<file path="src/rtl/everloop_pkg.sv">
// everloop_pkg
// Shared definitions for the Everloop LED chain driver and receiver.
//   - Decoder state encoding (HUNT, IDLE, HIGH, LOW) as plain localparams
//     so that older tools can also consume this package.
//   - Driver bit timings and frame geometry at 150 MHz. Both sides of the
//     link use these values.
//   - Default decoder thresholds used by everloop_rx.
package everloop_pkg;

    // Decoder state encoding
    localparam logic [1:0] ST_HUNT = 2'd0;
    localparam logic [1:0] ST_IDLE = 2'd1;
    localparam logic [1:0] ST_HIGH = 2'd2;
    localparam logic [1:0] ST_LOW  = 2'd3;

    // Driver timings in clk cycles: a 1 is 120 high / 120 low, a 0 is 60 high / 180 low
    localparam int T1H_CYCLES    = 120;
    localparam int T1L_CYCLES    = 120;
    localparam int T0H_CYCLES    = 60;
    localparam int T0L_CYCLES    = 180;
    localparam int RESET_CYCLES  = 16300;
    localparam int FRAME_BYTES_DEFAULT = 141;

    // Receiver defaults. The reset threshold is well below the driver's gap,
    // so a gap is recognised with margin.
    localparam int HI_THRESH_DEFAULT  = 90;
    localparam int MIN_HI_DEFAULT     = 16;
    localparam int MAX_HI_DEFAULT     = 250;
    localparam int RST_CYCLES_DEFAULT = 8000;

endpackage

</file>
<file path="src/rtl/everloop_sync.sv">
// everloop_sync
// Brings the asynchronous serial line into the clk domain and detects its edges.
// Ports:
//   clk    in   system clock
//   rst    in   asynchronous, active-low reset
//   d      in   raw serial line
//   level  out  synchronized line level
//   rise   out  one-cycle pulse on a synchronized 0->1 transition
//   fall   out  one-cycle pulse on a synchronized 1->0 transition
module everloop_sync (
    input  logic clk,
    input  logic rst,
    input  logic d,
    output logic level,
    output logic rise,
    output logic fall
);

    logic meta_q;
    logic sync_q;
    logic prev_q;

    // Two flops for metastability. The third flop only delays the clean
    // value by one cycle so that edges can be compared against it.
    always_ff @(posedge clk or negedge rst) begin
        if (!rst) begin
            meta_q <= 1'b0;
            sync_q <= 1'b0;
            prev_q <= 1'b0;
        end else begin
            meta_q <= d;
            sync_q <= meta_q;
            prev_q <= sync_q;
        end
    end

    assign level = sync_q;
    assign rise  = sync_q & ~prev_q;
    assign fall  = ~sync_q & prev_q;

endmodule

</file>
<file path="src/rtl/everloop_rx.sv">
// everloop_rx
// Pulse-width decoder for the Everloop LED chain.
//   - Each high pulse is classified as a 1 (long) or a 0 (short).
//   - Bits are packed MSB-first into bytes.
//   - Each completed byte is written to a byte-wide memory port.
//   - A long low gap closes the frame.
// Ports:
//   clk         in   system clock
//   rst         in   asynchronous, active-low reset
//   everloop_d  in   serial line (asynchronous to clk)
//   address     out  write address of the byte on data_RGB
//   data_RGB    out  decoded byte
//   wr_en       out  one-cycle write strobe
//   frame_done  out  one-cycle pulse at frame end
//   frame_len   out  bytes written in the last frame
//   err         out  sticky error, cleared on the first bit of the next frame
module everloop_rx
    import everloop_pkg::*;
#(
    parameter int HI_THRESH   = HI_THRESH_DEFAULT,
    parameter int MIN_HI      = MIN_HI_DEFAULT,
    parameter int MAX_HI      = MAX_HI_DEFAULT,
    parameter int RST_CYCLES  = RST_CYCLES_DEFAULT,
    parameter int FRAME_BYTES = FRAME_BYTES_DEFAULT
) (
    input  logic       clk,
    input  logic       rst,
    input  logic       everloop_d,
    output logic [7:0] address,
    output logic [7:0] data_RGB,
    output logic       wr_en,
    output logic       frame_done,
    output logic [7:0] frame_len,
    output logic       err
);

    localparam logic [7:0]  HI_THRESH_C   = 8'(HI_THRESH);
    localparam logic [7:0]  MIN_HI_C      = 8'(MIN_HI);
    localparam logic [7:0]  MAX_HI_C      = 8'(MAX_HI);
    localparam logic [14:0] RST_CYCLES_C  = 15'(RST_CYCLES);
    localparam logic [7:0]  FRAME_BYTES_C = 8'(FRAME_BYTES);

    logic        line_level;
    logic        line_rise;
    logic        line_fall;

    logic [1:0]  state;
    logic [7:0]  hi_cnt;
    logic [14:0] lo_cnt;
    logic [2:0]  bit_cnt;
    logic [6:0]  shift_q;

    logic [7:0]  hi_inc;
    logic [14:0] lo_inc;
    logic        lo_term;
    logic        bit_val;

    everloop_sync u_sync (
        .clk   (clk),
        .rst   (rst),
        .d     (everloop_d),
        .level (line_level),
        .rise  (line_rise),
        .fall  (line_fall)
    );

    // Saturating increments. lo_term fires in the cycle in which lo_cnt reaches
    // the reset length, so frame_done lines up with that count.
    assign hi_inc  = (hi_cnt == 8'hFF) ? hi_cnt : hi_cnt + 8'd1;
    assign lo_inc  = (lo_cnt == 15'h7FFF) ? lo_cnt : lo_cnt + 15'd1;
    assign lo_term = (lo_inc == RST_CYCLES_C);
    assign bit_val = (hi_cnt >= HI_THRESH_C);

    always_ff @(posedge clk or negedge rst) begin
        if (!rst) begin
            state      <= ST_HUNT;
            hi_cnt     <= 8'd0;
            lo_cnt     <= 15'd0;
            bit_cnt    <= 3'd0;
            shift_q    <= 7'd0;
            address    <= 8'd0;
            data_RGB   <= 8'd0;
            wr_en      <= 1'b0;
            frame_done <= 1'b0;
            frame_len  <= 8'd0;
            err        <= 1'b0;
        end else begin
            wr_en      <= 1'b0;
            frame_done <= 1'b0;

            // The address advances in the cycle after the strobe, so the
            // written byte is presented with the address it belongs to.
            if (wr_en) begin
                address <= address + 8'd1;
            end

            case (state)
                ST_HUNT: begin
                    // After reset or a stuck line, wait for one full gap so
                    // that decoding never starts in the middle of a frame.
                    if (line_level) begin
                        lo_cnt <= 15'd0;
                    end else begin
                        lo_cnt <= lo_inc;
                        if (lo_term) begin
                            address <= 8'd0;
                            bit_cnt <= 3'd0;
                            state   <= ST_IDLE;
                        end
                    end
                end

                ST_IDLE: begin
                    // The rise cycle is already high, so the count starts at 1.
                    // At the fall, hi_cnt then equals the synchronized high width.
                    if (line_rise) begin
                        hi_cnt <= 8'd1;
                        err    <= 1'b0;
                        state  <= ST_HIGH;
                    end
                end

                ST_HIGH: begin
                    if (hi_cnt >= MAX_HI_C) begin
                        // Stuck line: drop the partial byte and the frame's
                        // addressing, then resynchronise on a gap.
                        err     <= 1'b1;
                        bit_cnt <= 3'd0;
                        address <= 8'd0;
                        lo_cnt  <= 15'd0;
                        state   <= ST_HUNT;
                    end else if (line_fall) begin
                        // A glitch also restarts the gap count, so a stale
                        // count can never step past the terminal value.
                        lo_cnt <= 15'd0;
                        state  <= ST_LOW;
                        if (hi_cnt >= MIN_HI_C) begin
                            shift_q <= {shift_q[5:0], bit_val};
                            if (bit_cnt == 3'd7) begin
                                bit_cnt <= 3'd0;
                                if (address >= FRAME_BYTES_C) begin
                                    err <= 1'b1;
                                end else begin
                                    wr_en    <= 1'b1;
                                    data_RGB <= {shift_q, bit_val};
                                end
                            end else begin
                                bit_cnt <= bit_cnt + 3'd1;
                            end
                        end
                    end else begin
                        hi_cnt <= hi_inc;
                    end
                end

                ST_LOW: begin
                    // When the terminal count and a rise arrive together, the
                    // frame end takes priority and the rise is dropped.
                    lo_cnt <= lo_inc;
                    if (lo_term) begin
                        frame_done <= 1'b1;
                        frame_len  <= address;
                        if (bit_cnt != 3'd0) begin
                            err <= 1'b1;
                        end
                        address <= 8'd0;
                        bit_cnt <= 3'd0;
                        state   <= ST_IDLE;
                    end else if (line_rise) begin
                        hi_cnt <= 8'd1;
                        state  <= ST_HIGH;
                    end
                end

                default: begin
                    state <= ST_HUNT;
                end
            endcase
        end
    end

endmodule

</file>
<file path="config.mk">
export PLATFORM = sky130hd
export DESIGN_NAME = everloop_rx
export DESIGN_NICKNAME = d
export VERILOG_FILES = /design/src/rtl/everloop_pkg.sv /design/src/rtl/everloop_sync.sv /design/src/rtl/everloop_rx.sv
export SDC_FILE = /design/constraint.sdc
export NUM_CORES = 1
export LEC_CHECK = 0
export ABC_AREA = 0
export ABC_CLOCK_PERIOD_IN_PS = 2800
export CAP_MARGIN = 20
export CORE_ASPECT_RATIO = 1.4
export CORE_MARGIN = 4
export CORE_UTILIZATION = 52
export CTS_CLUSTER_DIAMETER = 50
export DETAILED_ROUTE_END_ITERATION = 10
export MAX_ROUTING_LAYER = met4
export PLACE_DENSITY_LB_ADDON = 0.25
export SLEW_MARGIN = 40
export SYNTH_ARGS = -nofsm -noshare
export SYNTH_HDL_FRONTEND = slang
export SYNTH_HIERARCHICAL = 1
export SYNTH_SLANG_ARGS = --single-unit
</file>
<file path="constraint.sdc">
create_clock -name clk -period 2.8 [get_ports clk]
set_clock_uncertainty 0.2 [all_clocks]
set_input_delay 0.84 -clock clk [delete_from_list [all_inputs] [get_ports clk]]
set_output_delay 0.84 -clock clk [all_outputs]
set_load 0.05 [all_outputs]
</file>
==> results of run 1 <==
-- timing repair --
action / in CTS / in global routing
resized for setup: 0 / 8
buffers inserted: 0 / 2
setup endpoints to repair: 0 / 20
-- path summary, 6_finish.rpt --
path / from / endpoint / slack (ns) / cells after the start
setup / recovery: address[0] / address[0] / 0.06 / 1
hold / removal: u_sync/meta_q / u_sync/level / 0.17 / 0
setup reg to reg: lo_cnt[1] / bit_cnt[0] / 0.10 / 8
hold reg to reg: u_sync/meta_q / u_sync/level / 0.17 / 0
max in group asynchronous: rst / lo_cnt[0] / 1.48 / 2
min in group asynchronous: rst / hi_cnt[6] / 0.26 / 1
-- cell usage after synthesis (all sizes together), types with 8 or more instances --
library cell	n	share of area
dfrtp	65	0.46
nand2	39	0.041
nor2	27	0.029
a21oi	23	0.037
o21ai	23	0.032
mux2	22	0.071
nand3	15	0.021
buf	14	0.035
nand4	12	0.025
and3	11	0.021
inv	11	0.012
ha	9	0.032
o31ai	9	0.019
a31oi	8	0.014
and2	8	0.015
-- report_power, final --
group / internal, mW / switching [mW] / total, mW
registers: 0.944 / 0.00848 / 0.953
logic: 0.0173 / 0.0351 / 0.0524
clock network: 0.319 / 0.399 / 0.717
-- metal layers --
metal  track usage  vias to the layer above  part of all wire
met5             -                        -                 0
met4        0.1031                        0             0.031
met3       0.04615                       23             0.048
met2        0.3352                       97              0.50
met1        0.2316                     1383              0.42
li1              -                     1372                 -
-- through the flow --
| stage | power [mW] | setup slack (ns) |
|---|---|---|
| after floorplan | 0.9916 | 0.1327 |
| after global placement | 1.022 | 0.1350 |
| after detailed placement | 1.024 | 0.07126 |
| after CTS | 1.735 | 0.03336 |
| after global routing | 1.779 | -0.01508 |
| final | 1.722 | 0.05739 |
-- state kept, by name (all words and copies together), names as in the netlist, 2 cells and up --
name / count
lo_cnt: 15
shift_q: 7
address: 8
bit_cnt: 3
hi_cnt: 8
frame_len: 8
state: 2
data_RGB: 8
-- cell type report --
class,count,area share
timing repair buffer,43,0.09824
clock buffer,9,0.03002
inverter,11,0.01001
clock inverter,7,0.01152
multi-input combinational,262,0.4275
sequential,65,0.3948
tap,92,0.02790
-- logic make-up after synthesis --
group | Yosys count | share of synthesized area
simple gates | 134 | 0.2009
compound gates | 85 | 0.1590
flops | 65 | 0.4582
buf+inv | 30 | 0.05146
mux | 24 | 0.07649
xor+xnor | 9 | 0.02221
fa+ha+maj | 9 | 0.03172
==> metrics.md, run 1 <==
| Metric | Value |
|---|---|
| Pwr dens | `417.4 nW/um^2` |
| Maxcap violations | `0` |
| Ys flop type | `dfrtp_1` |
| Vias in the first global route | `2863` |
| I/O pins | `30` |
| Routed vias | `2875` |
| Hold Path Class | `flip-flop to flip-flop` |
| Clock H-tree levels | `3` |
| Clk buf depth | `2` |
| Commonest cells after routing, fill and taps aside | `63 x dfrtp_1, 39 x nand2_1, 27 x nor2_1, 27 x clkdlybuf4s50_1, 21 x a21oi_1` |
| Core ar. | `6613 um^2` |
| Setup TNS | `0 ns` |
| Drt initial violations | `206` |
| Crit-path max FO | `7` |
| First-pass GRT wire length | `13.03 mm` |
| Ys async rst share | `1.000` |
| # DRC | `0` |
| Hold_buf cts | `0` |
| Post-synth cell types | `55` |
| Final nets | `404` |
| CP Class | `flip-flop to output port` |
| Row count | `35` |
| Gpl congestion | `0.9283` |
| Mean routed wirelength per cell | `15.96 um` |
| Delay-heaviest family, CP | `buffers and inverters` |
| Status | `complete, no violations` |
| Avg Synthesized Cell Area | `9.971 um^2` |
| DP Area | `3911 um^2` |
| Sequential-to-total area share from yosys stat | `0.4582` |
| CP cell instances | `clkdlybuf4s50_1` |
| Synth-to-layout area growth | `16.25%` |
| DRT Pass-1 Iters | `5` |
| Area of the die | `8231 um^2` |
| TritonCTS buffer count | `9` |
| Final worst-path cycle share | `0.9795` |
| Final WL | `7.802 mm` |
| Port bufs | `29` |
| Vert. Die Dim | `105.8 um` |
| Yosys reg bits | `65` |
| Largest net degree at the start of global routing | `28` |
| TritonCTS clock tree | `yes` |
| Critical path launch point type | `flip-flop` |
| Initial antenna violation count | `0` |
| WP data required | `1.76 ns` |
| Setup crit end kind | `output port` |
| Cell area after synthesis | `3550 um^2` |
| Ant diodes | `0` |
| CP bufs+invs | `1` |
| Net Count, Synth | `368` |
| Synth Instances | `356` |
| ANT nets after route | `0` |
| Number of vias per cell | `5.879` |
| Slowest CP cell | `clkdlybuf4s50_1` |
| Inst Count DP | `470` |
| Clock transition at path regs | `0.08 ns` |
| Fin util | `0.6240` |
| Final Hold Vio Count | `0` |
| Design area | `4126 um^2` |
| Cell Count, Final, Fillers Out | `489` |
| Post-synth EDFFs | `0` |
| Register Area | `1629 um^2` |
| Worst skew pair latency | `0.36 ns` |
| Gr usage total | `0.2040` |
| Layout cells sized above 1 | `0.1814` |
| Maximum vdd drop | `284.8 uV` |
| Max Slew Vio Count | `0` |
| GRT Residual Overflow | `0` |
| LEAKAGE | `1.866 nW` |
| Final setup violating endpoints | `0` |
| Filler instances | `549` |
| Ys Warns | `6` |
| Clk Tree Root Cell | `clkbuf_8` |
| CTS sink cnt | `65` |
| Crit path DAT | `1.70 ns` |
| CP max stage delay | `0.86 ns` |
| Maximum clock rate | `364.6 MHz` |
| DP HPWL | `5.459 mm` |
| Footprint of the multi-input gates | `1764 um^2` |
| Initial Util | `0.5368` |
| Period minus WS final | `2.743 ns` |
| Slew margin rel. | `0.5914` |
| Most common cell after layout, fill and taps aside | `dfrtp_1` |
| Worst slew pin tran | `0.6106 ns` |
| Die Width | `77.83 um` |
| WHS | `0.1704 ns` |
No activity file was read; power rests on OpenSTA's default activity.
==> run 2: changes to the inputs <==
ABC_CLOCK_PERIOD_IN_PS = 2700   (was 2800)
CORE_MARGIN = 3   (was 4)
CORE_UTILIZATION = 55   (was 52)
CTS_CLUSTER_SIZE = 16   (was not set)
clock period = 2.7 ns   (was 2.8 ns; I/O delays follow)
==> metrics.md, run 2 (synthesis gave the netlist of run 1 again) <==
| Metric | Value |
|---|---|
| Maximum vdd drop | `261.2 uV (was 284.8 uV)` |
| DP HPWL | `5.525 mm (was 5.459 mm)` |
| Delay-heaviest family, CP | `buffers and inverters (unchanged)` |
| M1 GR Usage | `0.2644 (was 0.2316)` |
| Slowest CP cell | `clkdlybuf4s50_1 (unchanged)` |
| LEAKAGE | `2.052 nW (was 1.866 nW)` |
| Initial antenna violation count | `0 (unchanged)` |
| Final nets | `419 (was 404)` |
| Gr busiest metal | `met2 (unchanged)` |
| Gr usage total | `0.2421 (was 0.2040)` |
| Routed vias | `2973 (was 2875)` |
| Clock transition at path regs | `0.07 ns (was 0.08 ns)` |
| TritonCTS buffer count | `9 (unchanged)` |
| Max reg flops | `15 (unchanged)` |
| Crit-path max FO | `6 (was 7)` |
| Core ar. | `6254 um^2 (was 6613 um^2)` |
| Filler instances | `471 (was 549)` |
| WP data required | `1.69 ns (was 1.76 ns)` |
| Register Area | `1629 um^2 (unchanged)` |
| CTS sink cnt | `65 (unchanged)` |
| Final Hold Vio Count | `0 (unchanged)` |
| Status | `complete, no violations (unchanged)` |
| Vias in the first global route | `2931 (was 2863)` |
| Port bufs | `29 (unchanged)` |
| Critical path launch point type | `flip-flop (unchanged)` |
| Met3 GRT Util | `0.04990 (was 0.04615)` |
| TritonCTS clock tree | `yes (unchanged)` |
| Maximum clock rate | `377.4 MHz` |
| Worst skew pair latency | `0.35 ns (was 0.36 ns)` |
| Largest net degree at the start of global routing | `66 (was 28)` |
| Biggest register | `lo_cnt (unchanged)` |
| Hold Path Class | `flip-flop to flip-flop (unchanged)` |
| ANT nets after route | `0 (unchanged)` |
| Period minus WS final | `2.650 ns` |
| Area of the die | `7467 um^2 (was 8231 um^2)` |
| Worst slew pin tran | `0.6486 ns (was 0.6106 ns)` |
| First-pass GRT wire length | `13.55 mm (was 13.03 mm)` |
| Final WL | `8.490 mm (was 7.802 mm)` |
| Synth-to-layout area growth | `22.52% (was 16.25%)` |
| CP Class | `flip-flop to output port (unchanged)` |
| # DRC | `0 (unchanged)` |
| Most common cell after layout, fill and taps aside | `dfrtp_1 (unchanged)` |
| Clk Tree Root Cell | `clkbuf_8 (unchanged)` |
| Die Width | `73.90 um (was 77.83 um)` |
| CP max stage delay | `0.84 ns (was 0.86 ns)` |
| Clock H-tree levels | `3 (unchanged)` |
| Ant diodes | `0 (unchanged)` |
| Number of vias per cell | `6.143 (was 5.879)` |
| Final setup violating endpoints | `0 (unchanged)` |
| Pwr dens | `467.1 nW/um^2 (was 417.4 nW/um^2)` |
| DRT Pass-1 Iters | `4 (was 5)` |
| GRT Residual Overflow | `0 (unchanged)` |
| Maxcap violations | `0 (unchanged)` |
| Vert. Die Dim | `101.1 um (was 105.8 um)` |
| Commonest cells after routing, fill and taps aside | `63 x dfrtp_1, 39 x nand2_1, 28 x buf_4, 27 x nor2_1, 23 x clkdlybuf4s50_1 (was 63 x dfrtp_1, 39 x nand2_1, 27 x nor2_1, 27 x clkdlybuf4s50_1, 21 x a21oi_1)` |
| Gpl congestion | `0.9376 (was 0.9283)` |
| Clk buf depth | `2 (unchanged)` |
| Row count | `34 (was 35)` |
| Final worst-path cycle share | `0.9814` |
| Layout cells sized above 1 | `0.2306 (was 0.1814)` |
| Fin util | `0.6955 (was 0.6240)` |
| CP cell instances | `clkdlybuf4s50_1 (unchanged)` |
| Max Slew Vio Count | `0 (unchanged)` |
| Hold_buf cts | `0 (unchanged)` |
| Slew margin rel. | `0.5660 (was 0.5914)` |
| Drt initial violations | `235 (was 206)` |
| Footprint of the multi-input gates | `1828 um^2 (was 1764 um^2)` |
| Initial Util | `0.5676 (was 0.5368)` |
| I/O pins | `30 (unchanged)` |
| Crit path DAT | `1.64 ns (was 1.70 ns)` |
| Mean routed wirelength per cell | `17.54 um (was 15.96 um)` |
| Met2 Use GR | `0.4194 (was 0.3352)` |
| Setup crit end kind | `output port (unchanged)` |
| CP bufs+invs | `1 (unchanged)` |
| Setup TNS | `0 ns (unchanged)` |
## run 2: changes by cell type in the layout (fill, tap and decap cells not counted), moves of 3 or more
cell             previous run  this run
dlymetal6s2s_1              1         4
clkdlybuf4s50_1            27        23
and3_1                     10         7
clkinv_2                    3         0
buf_4                      13        28
## run 2: final timing paths
kind                       slack, ns  depth (start not counted)          start      endpoint
min in group asynchronous       0.26                          2            rst    shift_q[2]
max in group asynchronous       1.75                          2            rst     lo_cnt[9]
setup reg to reg                0.07                          8      lo_cnt[0]    bit_cnt[0]
hold reg to reg                 0.16                          0  u_sync/meta_q  u_sync/level
setup / recovery                0.05                          1     address[3]    address[3]
hold / removal                  0.16                          0  u_sync/meta_q  u_sync/level
## run 2: per-layer routing
metal,up-vias,share of wire
li1,1397,-
met1,1480,0.40
met2,80,0.54
met3,16,0.042
met4,0,0.021
met5,-,0
## run 2: per-stage QoR
stage / hold WS [ns] / cells / instance area [um^2] / worst slack, ns / power [mW]
finish: 0.1561 / 484 / 4349 / 0.05025 / 2.032
global route: 0.1620 / 484 / 4349 / -0.04546 / 2.094
CTS: 0.1574 / 477 / 4210 / 0.005024 / 2.035
detailed placement: 0.1405 / 456 / 3931 / -0.008157 / 1.062
global placement: 0.1409 / 456 / 3931 / 0.06149 / 1.060
floorplan: 0.1312 / 356 / 3550 / 0.03266 / 1.028
## run 2: layout make-up
class / instances / area share
Inverter: 11 / 0.009494
Multi-Input combinational cell: 262 / 0.4203
Tap cell: 72 / 0.02071
Timing Repair Buffer: 58 / 0.1205
Clock buffer: 11 / 0.03481
Clock inverter: 5 / 0.01956
Sequential cell: 65 / 0.3746
## run 2: what timing repair did
action                                  CTS  global route
gates cloned                              1             0
endpoints found under the setup margin   10            33
setup buffers                             4             7
endpoints found under the hold margin     0             0
pin swaps                                 2             8
gates resized for setup                   3            23
## run 2: where the power goes
part / total, mW / switching (mW) / internal [mW] / leakage, nW
combinational: 0.0700 / 0.0423 / 0.0277 / 1.04
sequential: 0.988 / 0.00904 / 0.979 / 0.896
clock: 0.973 / 0.397 / 0.577 / 0.117
total: 2.03 / 0.448 / 1.58 / 2.05
==> run 3: changes to the inputs <==
CORE_UTILIZATION = 60   (was 55)
CTS_BUF_LIST = sky130_fd_sc_hd__clkbuf_8   (was not set)
==> metrics.md, run 3 (synthesis gave the netlist of run 1 again) <==
| Metric | Value |
|---|---|
| GRT Residual Overflow | `0 (unchanged)` |
| Vias in the first global route | `2960 (was 2931)` |
| Reg2Reg Launch Point | `lo_cnt[2] (was lo_cnt[0])` |
| Final nets | `421 (was 419)` |
| Crit path DAT | `2.66 ns (was 1.64 ns)` |
| TritonCTS clock tree | `yes (unchanged)` |
| CP bufs+invs | `2 (was 1)` |
| ANT nets after route | `0 (unchanged)` |
| Setup crit end kind | `flip-flop (was output port)` |
| Commonest cells after routing, fill and taps aside | `63 x dfrtp_1, 39 x nand2_1, 28 x buf_4, 27 x nor2_1, 25 x clkdlybuf4s50_1 (was 63 x dfrtp_1, 39 x nand2_1, 28 x buf_4, 27 x nor2_1, 23 x clkdlybuf4s50_1)` |
| Core ar. | `5605 um^2 (was 6254 um^2)` |
| Slowest CP cell | `dfrtp_1 (was clkdlybuf4s50_1)` |
| Drt initial violations | `215 (was 235)` |
| Ant diodes | `0 (unchanged)` |
| Area of the die | `6888 um^2 (was 7467 um^2)` |
| Synth-to-layout area growth | `21.22% (was 22.52%)` |
| LEAKAGE | `2.001 nW (was 2.052 nW)` |
| Clock transition at path regs | `0.07 ns (about the same)` |
| Final WL | `8.119 mm (was 8.490 mm)` |
| Gpl congestion | `0.9369 (was 0.9376)` |
| Row count | `32 (was 34)` |
| Crit-path max FO | `10 (was 6)` |
| Clk Tree Root Cell | `clkbuf_8 (unchanged)` |
| CP cell instances | `nand4_1, nor4_2, buf_4, a211oi_2, and3_4, and4_4, buf_4, o31ai_1, o41ai_1 (was clkdlybuf4s50_1)` |
| Clk buf depth | `2 (unchanged)` |
| Largest net degree at the start of global routing | `35 (was 66)` |
| I/O pins | `30 (unchanged)` |
| WHS | `0.07277 ns (was 0.1561 ns)` |
| Worst reg2reg path endpoint | `hi_cnt[6] (was bit_cnt[0])` |
| Routed vias | `2937 (was 2973)` |
| CP max stage delay | `0.53 ns (was 0.84 ns)` |
| Slew margin rel. | `0.5418 (was 0.5660)` |
| Port bufs | `29 (unchanged)` |
| Max reg flops | `15 (unchanged)` |
| Maximum clock rate | `377.7 MHz (was 377.4 MHz)` |
| CP dominant cell by count | `buf_4` |
| Gr usage total | `0.2623 (was 0.2421)` |
| Final worst-path cycle share | `0.9807 (was 0.9814)` |
| Status | `complete, no violations (unchanged)` |
| WP data required | `2.71 ns (was 1.69 ns)` |
| Worst slew pin tran | `0.6847 ns (was 0.6486 ns)` |
| Design area | `4303 um^2 (was 4349 um^2)` |
| Worst skew pair latency | `0.34 ns (was 0.35 ns)` |
| Final Hold Vio Count | `0 (unchanged)` |
| TritonCTS buffer count | `9 (unchanged)` |
| Maximum vdd drop | `308.9 uV (was 261.2 uV)` |
| Layout cells sized above 1 | `0.2330 (was 0.2306)` |
| CTS sink cnt | `65 (unchanged)` |
| Vert. Die Dim | `97.01 um (was 101.1 um)` |
| Hold Path Class | `input pin to asynchronous set/reset pin (was flip-flop to flip-flop)` |
| Maxcap violations | `0 (unchanged)` |
| Critical path origin | `lo_cnt[2] (was address[3])` |
| Period minus WS final | `2.648 ns (was 2.650 ns)` |
| Clock H-tree levels | `3 (unchanged)` |
| # DRC | `0 (unchanged)` |
| Die Width | `71.01 um (was 73.90 um)` |
| Initial antenna violation count | `0 (unchanged)` |
| DP HPWL | `5.961 mm (was 5.525 mm)` |
| CP Class | `flip-flop to flip-flop (was flip-flop to output port)` |
| DP Area | `4024 um^2 (was 3931 um^2)` |
| Final setup violating endpoints | `0 (unchanged)` |
| Hold_buf cts | `0 (unchanged)` |
| Initial Util | `0.6333 (was 0.5676)` |
| Pwr dens | `397.9 nW/um^2 (was 467.1 nW/um^2)` |
| Max Slew Vio Count | `0 (unchanged)` |
| R2R cell count | `9 (was 8)` |
| Most common cell after layout, fill and taps aside | `dfrtp_1 (unchanged)` |
| Mean routed wirelength per cell | `16.91 um (was 17.54 um)` |
| Biggest register | `lo_cnt (unchanged)` |
| Critical path launch point type | `flip-flop (unchanged)` |
| DRT Pass-1 Iters | `4 (unchanged)` |
| Delay-heaviest family, CP | `simple AND/OR/NAND/NOR gates (was buffers and inverters)` |
| Flop2flop setup slack | `0.05 ns (was 0.07 ns)` |
| First-pass GRT wire length | `14.07 mm (was 13.55 mm)` |
| Number of vias per cell | `6.119 (was 6.143)` |
run 3: layout make-up:
type,instances,area [um^2]
multi-input cells,261,1814
flip-flops and latches,65,1629
fillers,387,1303
repair buffers,61,583.1
clock buffers,9,123.9
well taps,68,85.08
inverters,11,41.29
clock inverters,5,26.28
run 3: worst reg2reg max path: stages (launching register included):
cell	delay, ns
dfrtp_1	0.53
nand4_1	0.28
nor4_2	0.33
buf_4	0.16
a211oi_2	0.04
and3_4	0.19
and4_4	0.21
buf_4	0.18
o31ai_1	0.29
o41ai_1	0.12
run 3: timing repair:
item | CTS | global route
buffers inserted | 1 | 5
endpoints found under the setup margin | 8 | 31
pin swaps | 1 | 5
gates resized for setup | 0 | 22
run 3: per-layer routing:
layer,part of all wire,global-route usage
met5,0,-
met4,0.028,0.1085
met3,0.038,0.05094
met2,0.55,0.4575
met1,0.38,0.2872
run 3: worst max-delay path by stage:
stage,to,slack (ns),cells past startpoint
finish,hi_cnt[6],0.05,9
detailed placement,frame_len[7],-0.01,9
floorplan,frame_len[5],0.03,10
global placement,frame_len[1],0.01,9
CTS,address[0],0.02,1
global route,bit_cnt[0],-0.03,10
run 3: stage by stage:
stage / setup TNS [ns] / power [mW] / instances / utilization / worst slack (ns)
finish: 0 / 1.712 / 480 / 0.7676 / 0.05221
global route: -0.1296 / 1.785 / 480 / 0.7676 / -0.03229
CTS: 0 / 1.723 / 475 / 0.7460 / 0.01622
detailed placement: -0.03207 / 1.063 / 460 / 0.7179 / -0.01027
global placement: 0 / 1.062 / 460 / 0.7179 / 0.01174
floorplan: 0 / 1.028 / 356 / - / 0.03266
run 3: power by group:
group / total, mW / leakage, nW / internal (mW) / switching [mW]
clock network: 0.661 / 0.0819 / 0.314 / 0.348
logic: 0.0614 / 1.02 / 0.0226 / 0.0388
registers: 0.989 / 0.896 / 0.980 / 0.00923
